==> src/rtl/fm_modulate.sv <==
// FM modulator: scales signed audio samples by a Q8.8 deviation gain and integrates them
// into a wrapping 16-bit phase, emitted as {angle, magnitude} AXI-Stream beats.
module fm_modulate #(
   parameter int          C_S00_AXIS_TDATA_WIDTH = 32,
   parameter int          C_M00_AXIS_TDATA_WIDTH = 32,
   parameter logic [15:0] MAGNITUDE              = 16'h4000,
   parameter bit          CLEAR_ON_LAST          = 1'b1
) (
   input  logic                                  s00_axis_aclk,
   input  logic                                  s00_axis_aresetn,
   input  logic [15:0]                           gain,
   input  logic                                  s00_axis_tvalid,
   input  logic                                  s00_axis_tlast,
   input  logic [C_S00_AXIS_TDATA_WIDTH-1:0]     s00_axis_tdata,
   input  logic [C_S00_AXIS_TDATA_WIDTH/8-1:0]   s00_axis_tstrb,
   output logic                                  s00_axis_tready,
   input  logic                                  m00_axis_tready,
   output logic                                  m00_axis_tvalid,
   output logic                                  m00_axis_tlast,
   output logic [C_M00_AXIS_TDATA_WIDTH-1:0]     m00_axis_tdata,
   output logic [C_M00_AXIS_TDATA_WIDTH/8-1:0]   m00_axis_tstrb
);

   logic               en;
   logic signed [15:0] sample;
   logic signed [16:0] gain_s;
   logic signed [32:0] prod_next;

   logic               p1_valid;
   logic               p1_last;
   logic signed [32:0] p1_prod;

   logic [15:0]        inc;
   logic [15:0]        phase;
   logic [15:0]        phase_next;
   logic [31:0]        out_data;

   // reset port keeps its AXI name but is active-high here
   assign en              = m00_axis_tready || !m00_axis_tvalid;
   assign s00_axis_tready = en;

   assign sample    = s00_axis_tdata[15:0];
   assign gain_s    = {1'b0, gain};
   assign prod_next = sample * gain_s;

   // floor(prod / 256), truncated; overflow wraps silently
   assign inc        = p1_prod[23:8];
   assign phase_next = phase + inc;

   always_ff @(posedge s00_axis_aclk) begin
      if (s00_axis_aresetn) begin
         p1_valid <= 1'b0;
         p1_last  <= 1'b0;
         p1_prod  <= '0;
      end else if (en) begin
         p1_valid <= s00_axis_tvalid;
         p1_last  <= s00_axis_tlast;
         if (s00_axis_tvalid) begin
            p1_prod <= prod_next;
         end
      end
   end

   always_ff @(posedge s00_axis_aclk) begin
      if (s00_axis_aresetn) begin
         m00_axis_tvalid <= 1'b0;
         m00_axis_tlast  <= 1'b0;
         out_data        <= '0;
         phase           <= '0;
      end else if (en) begin
         if (p1_valid) begin
            m00_axis_tvalid <= 1'b1;
            m00_axis_tlast  <= p1_last;
            out_data        <= {phase_next, MAGNITUDE};
            phase           <= (CLEAR_ON_LAST && p1_last) ? 16'h0000 : phase_next;
         end else begin
            m00_axis_tvalid <= 1'b0;
         end
      end
   end

   assign m00_axis_tdata = C_M00_AXIS_TDATA_WIDTH'(out_data);
   assign m00_axis_tstrb = '1;

   logic unused_bits;
   assign unused_bits = &{1'b0, s00_axis_tstrb, s00_axis_tdata[C_S00_AXIS_TDATA_WIDTH-1:16],
                          p1_prod[32:24], p1_prod[7:0]};

endmodule

==> config.mk <==
export PLATFORM = sky130hd
export DESIGN_NAME = fm_modulate
export DESIGN_NICKNAME = d
export VERILOG_FILES = /design/src/rtl/fm_modulate.sv
export SDC_FILE = /design/constraint.sdc
export NUM_CORES = 1
export LEC_CHECK = 0
export CAP_MARGIN = 10
export CORE_MARGIN = 1
export CORE_UTILIZATION = 40
export CTS_CLUSTER_DIAMETER = 200
export CTS_CLUSTER_SIZE = 12
export DETAILED_ROUTE_END_ITERATION = 8
export SYNTH_ARGS = -nofsm -noshare
export SYNTH_HDL_FRONTEND = slang
export SYNTH_SLANG_ARGS = --single-unit
==> constraint.sdc <==
create_clock -name s00_axis_aclk -period 6.5 [get_ports s00_axis_aclk]
set_input_delay 0.65 -clock s00_axis_aclk [delete_from_list [all_inputs] [get_ports s00_axis_aclk]]
set_output_delay 0.65 -clock s00_axis_aclk [all_outputs]
set_load 0.03 [all_outputs]
==> metrics.cfg, run 1 <==
[clock_network]
cts_made_buffers = 5
cts_hold_buf = 0
cts_root_buf = clkbuf_16
clk_pin_slew_ns = 0.07
cts_tree = done
cts_max_level = 2
clk_latency_ns = 0.29
clockBufferDepth = 2
cts.sinks = 53

[sta]
hold_violations = 0
rsz0062_at_grt = false
setup-violations-final = 0
slew_headroom = 0.3446
max_freq_ghz = 0.1599
fin_crit_ns = 6.254
maxSlewViolCount = 0
clock_skew_ns = 0.007843
worst_hold_slack_ns = 0.4532
tightestPinTransition_ns = 0.9831
period_share = 0.9621

[grt]
grt_max_degree = 55
antenna_found_initial = 0
grt.overflow.total = 0
first_global_vias = 7624
grt_first_pass_wirelength_um = 37370
track_usage = 0.1916

[drt]
wl_per_cell_um = 14.29
drc = 0
detail-route-antenna-nets = 0
wl_um = 22330
drt_iter0_markers = 276
drt_first_pass_iters = 5
viasPerCell = 4.726
vias = 7387

[place]
place_congestion = 0.8421
port_buffers = 56
place_inst = 1536
post-dp-hpwl_um = 18240

[synthesis]
seq_area_frac_synth = 0.1099
ys_ff_latch = 53
synth-main-ff-cell = dfxtp_1
syn_inst = 1137
syn_area_per_cell_um2 = 8.493
ys.warnings.count = 0
synth_area_mm2 = 0.009657
synth_edf_count = 0
synthArstFlopShare = 0
synth_top_cell_by_area = fa_1
synth_cell_type_count = 46
yosys-top-cells-area = fa_1, ha_1, dfxtp_1
synth_top_area_frac = 0.3503
synth_common_cells = inv_1, nand2_1, fa_1, and2_1, ha_1
synth_most_common_cell = inv_1

[worst_setup_path]
crit_arrival_ns = 6.39
r2r_slack_ns = 3.34
crit_path_start_kind = primary input
crit-reg2reg-launch = p1_prod[8]$_SDFFE_PP0P_
critPathKind = primary input to flop
cp_max_fo = 4
required_ns = 6.63
end_kind = flop
crit_start = s00_axis_tdata[10]

[floorplanning]
core_area_mm2 = 0.02354
rows = 56
pin_count = 96
die_y_um = 157.4
die_area_mm2 = 0.02477
die_w_um = 157.4
start_util = 0.4102

[pwr]
p_leak_nw = 5.820
cellPowerDensity_mw_per_mm2 = 478.9
ir_drop_mv = 0.4443

[finish]
area_growth_pct = 18.75
fillCellCount = 2303
drive_gt1_frac = 0.1085
nets = 1561
instances_no_fill = 1563
antennaDiodeCount = 0

[flow_run]
drv_cap = 0

[worst_hold_path]
hp-start = m00_axis_tdata[28]$_SDFFE_PP0P_
hold_class = flop to flop

[status]
outcome = complete, no violations

==> placed cells by master (no fill, tap or decap), types with 4 or more instances in the layout <==
cell type        instances
nand2b_1                 7
nand3b_1                 4
dfxtp_1                 53
buf_6                   11
buf_4                   75
nor3_1                  12
o21ai_0                 13
or3_1                    4
a21o_1                   4
nor2_1                  42
xnor2_1                 33
inv_1                  229
a211oi_1                 6
dlymetal6s2s_1          23
nand3_1                  5
fa_1                   166
conb_1                  19
ha_1                    87
and2_1                 101
a22oi_1                 12
ha_2                     4
inv_2                    5
clkdlybuf4s50_1         31
nand2_1                170
xor2_1                  10
clkbuf_16                7
buf_12                   4
o21bai_1                 4
a21oi_1                 47
o21a_1                   6
==> area by class of cell <==
cell class | count | area (um^2) | share of cell area
flip-flops and latches | 53 | 1061 | 0.09253
clock buffers | 6 | 138.9 | 0.01211
multi-input cells | 800 | 7522 | 0.6560
repair buffers | 149 | 1430 | 0.1247
clock inverters | 2 | 37.54 | 0.003273
inverters | 234 | 878.3 | 0.07660
well taps | 319 | 399.1 | 0.03481
==> layer usage <==
metal	GRT usage	wire (um)	vias to the layer above
met3	0.01487	493	37
met5	0	0	-
met1	0.2468	10060	3628
met4	0.04531	583	0
met2	0.3468	11190	124
li1	-	-	3598
==> final timing paths <==
kind,to,cells past startpoint
max,p1_prod[23]$_SDFFE_PP0P_,21
min,m00_axis_tdata[28]$_SDFFE_PP0P_,2
max reg2reg,phase[14]$_SDFFE_PP0P_,11
min reg2reg,m00_axis_tdata[28]$_SDFFE_PP0P_,2
==> worst max-delay path, stage by stage <==
cell and delay, ns:
clkdlybuf4s50_1 0.55, nand2_1 0.10, fa_1 0.41, inv_1 0.08
fa_1 0.43, inv_1 0.09, fa_1 0.39, inv_1 0.10
fa_1 0.45, fa_1 0.56, inv_2 0.04, fa_1 0.47
inv_1 0.04, ha_2 0.16, or3_4 0.33, o311a_4 0.41
o41ai_4 0.37, o21ai_2 0.13, o41ai_2 0.35, xnor2_1 0.18
a211oi_2 0.09
==> report_power, final <==
group          internal [mW]  total [mW]  switching [mW]
registers              0.383       0.411          0.0286
clock network          0.192       0.314           0.122
logic                   2.37        4.77            2.40
==> sequential cells by signal, indices dropped and copies added (netlist names) <==
| name | flops |
|---|---|
| p1_prod | 16 |
| m00_axis_tlast | 1 |
| m00_axis_tdata | 17 |
| m00_axis_tvalid | 1 |
| p1_last | 1 |
| phase | 16 |
| p1_valid | 1 |
==> metrics by stage <==
stage	total power, mW	instance area, um^2	setup WS [ns]	utilization	setup TNS, ns
2_1_floorplan	3.810	9721	0.4520	-	0
3_3_place_gp	4.956	10960	-0.2136	0.4655	-0.5658
3_5_place_dp	5.037	10960	-0.3087	0.4655	-1.093
4_1_cts	5.383	11130	0.04349	0.4729	0
5_1_grt	6.254	11470	0.01064	0.4871	0
6_report	5.492	11470	0.2462	0.4871	0
==> what timing repair did <==
item	4_1_cts	5_1_grt
cloned	0	3
pin swaps	0	28
setup endpoints to repair	1	6
buffers inserted	0	16
gates resized for setup	1	62
==> cells by family (layout without fill, tap and decap cells) <==
family	Yosys count	after routing	share of synthesized area
other	2	19	0.0007777
adder cells (fa/ha/maj)	261	261	0.4696
flip-flops	53	53	0.1099
buffers and inverters	301	391	0.1244
AO/OA/AOI/OAI	110	110	0.07541
XOR/XNOR	43	43	0.03900
multiplexers	1	1	0.001037
AND/OR/NAND/NOR	366	366	0.1800
Power figures use the tool's default switching activity.
==> run 2: changes to the inputs <==
--- a/config.mk
+++ b/config.mk
@@ -11,6 +11,7 @@
 export CTS_CLUSTER_DIAMETER = 200
 export CTS_CLUSTER_SIZE = 12
 export DETAILED_ROUTE_END_ITERATION = 8
+export SLEW_MARGIN = 10
 export SYNTH_ARGS = -nofsm -noshare
 export SYNTH_HDL_FRONTEND = slang
 export SYNTH_SLANG_ARGS = --single-unit
==> results of run 2 <==
The final DEF is identical to that of run 1; final timing and power are the same.
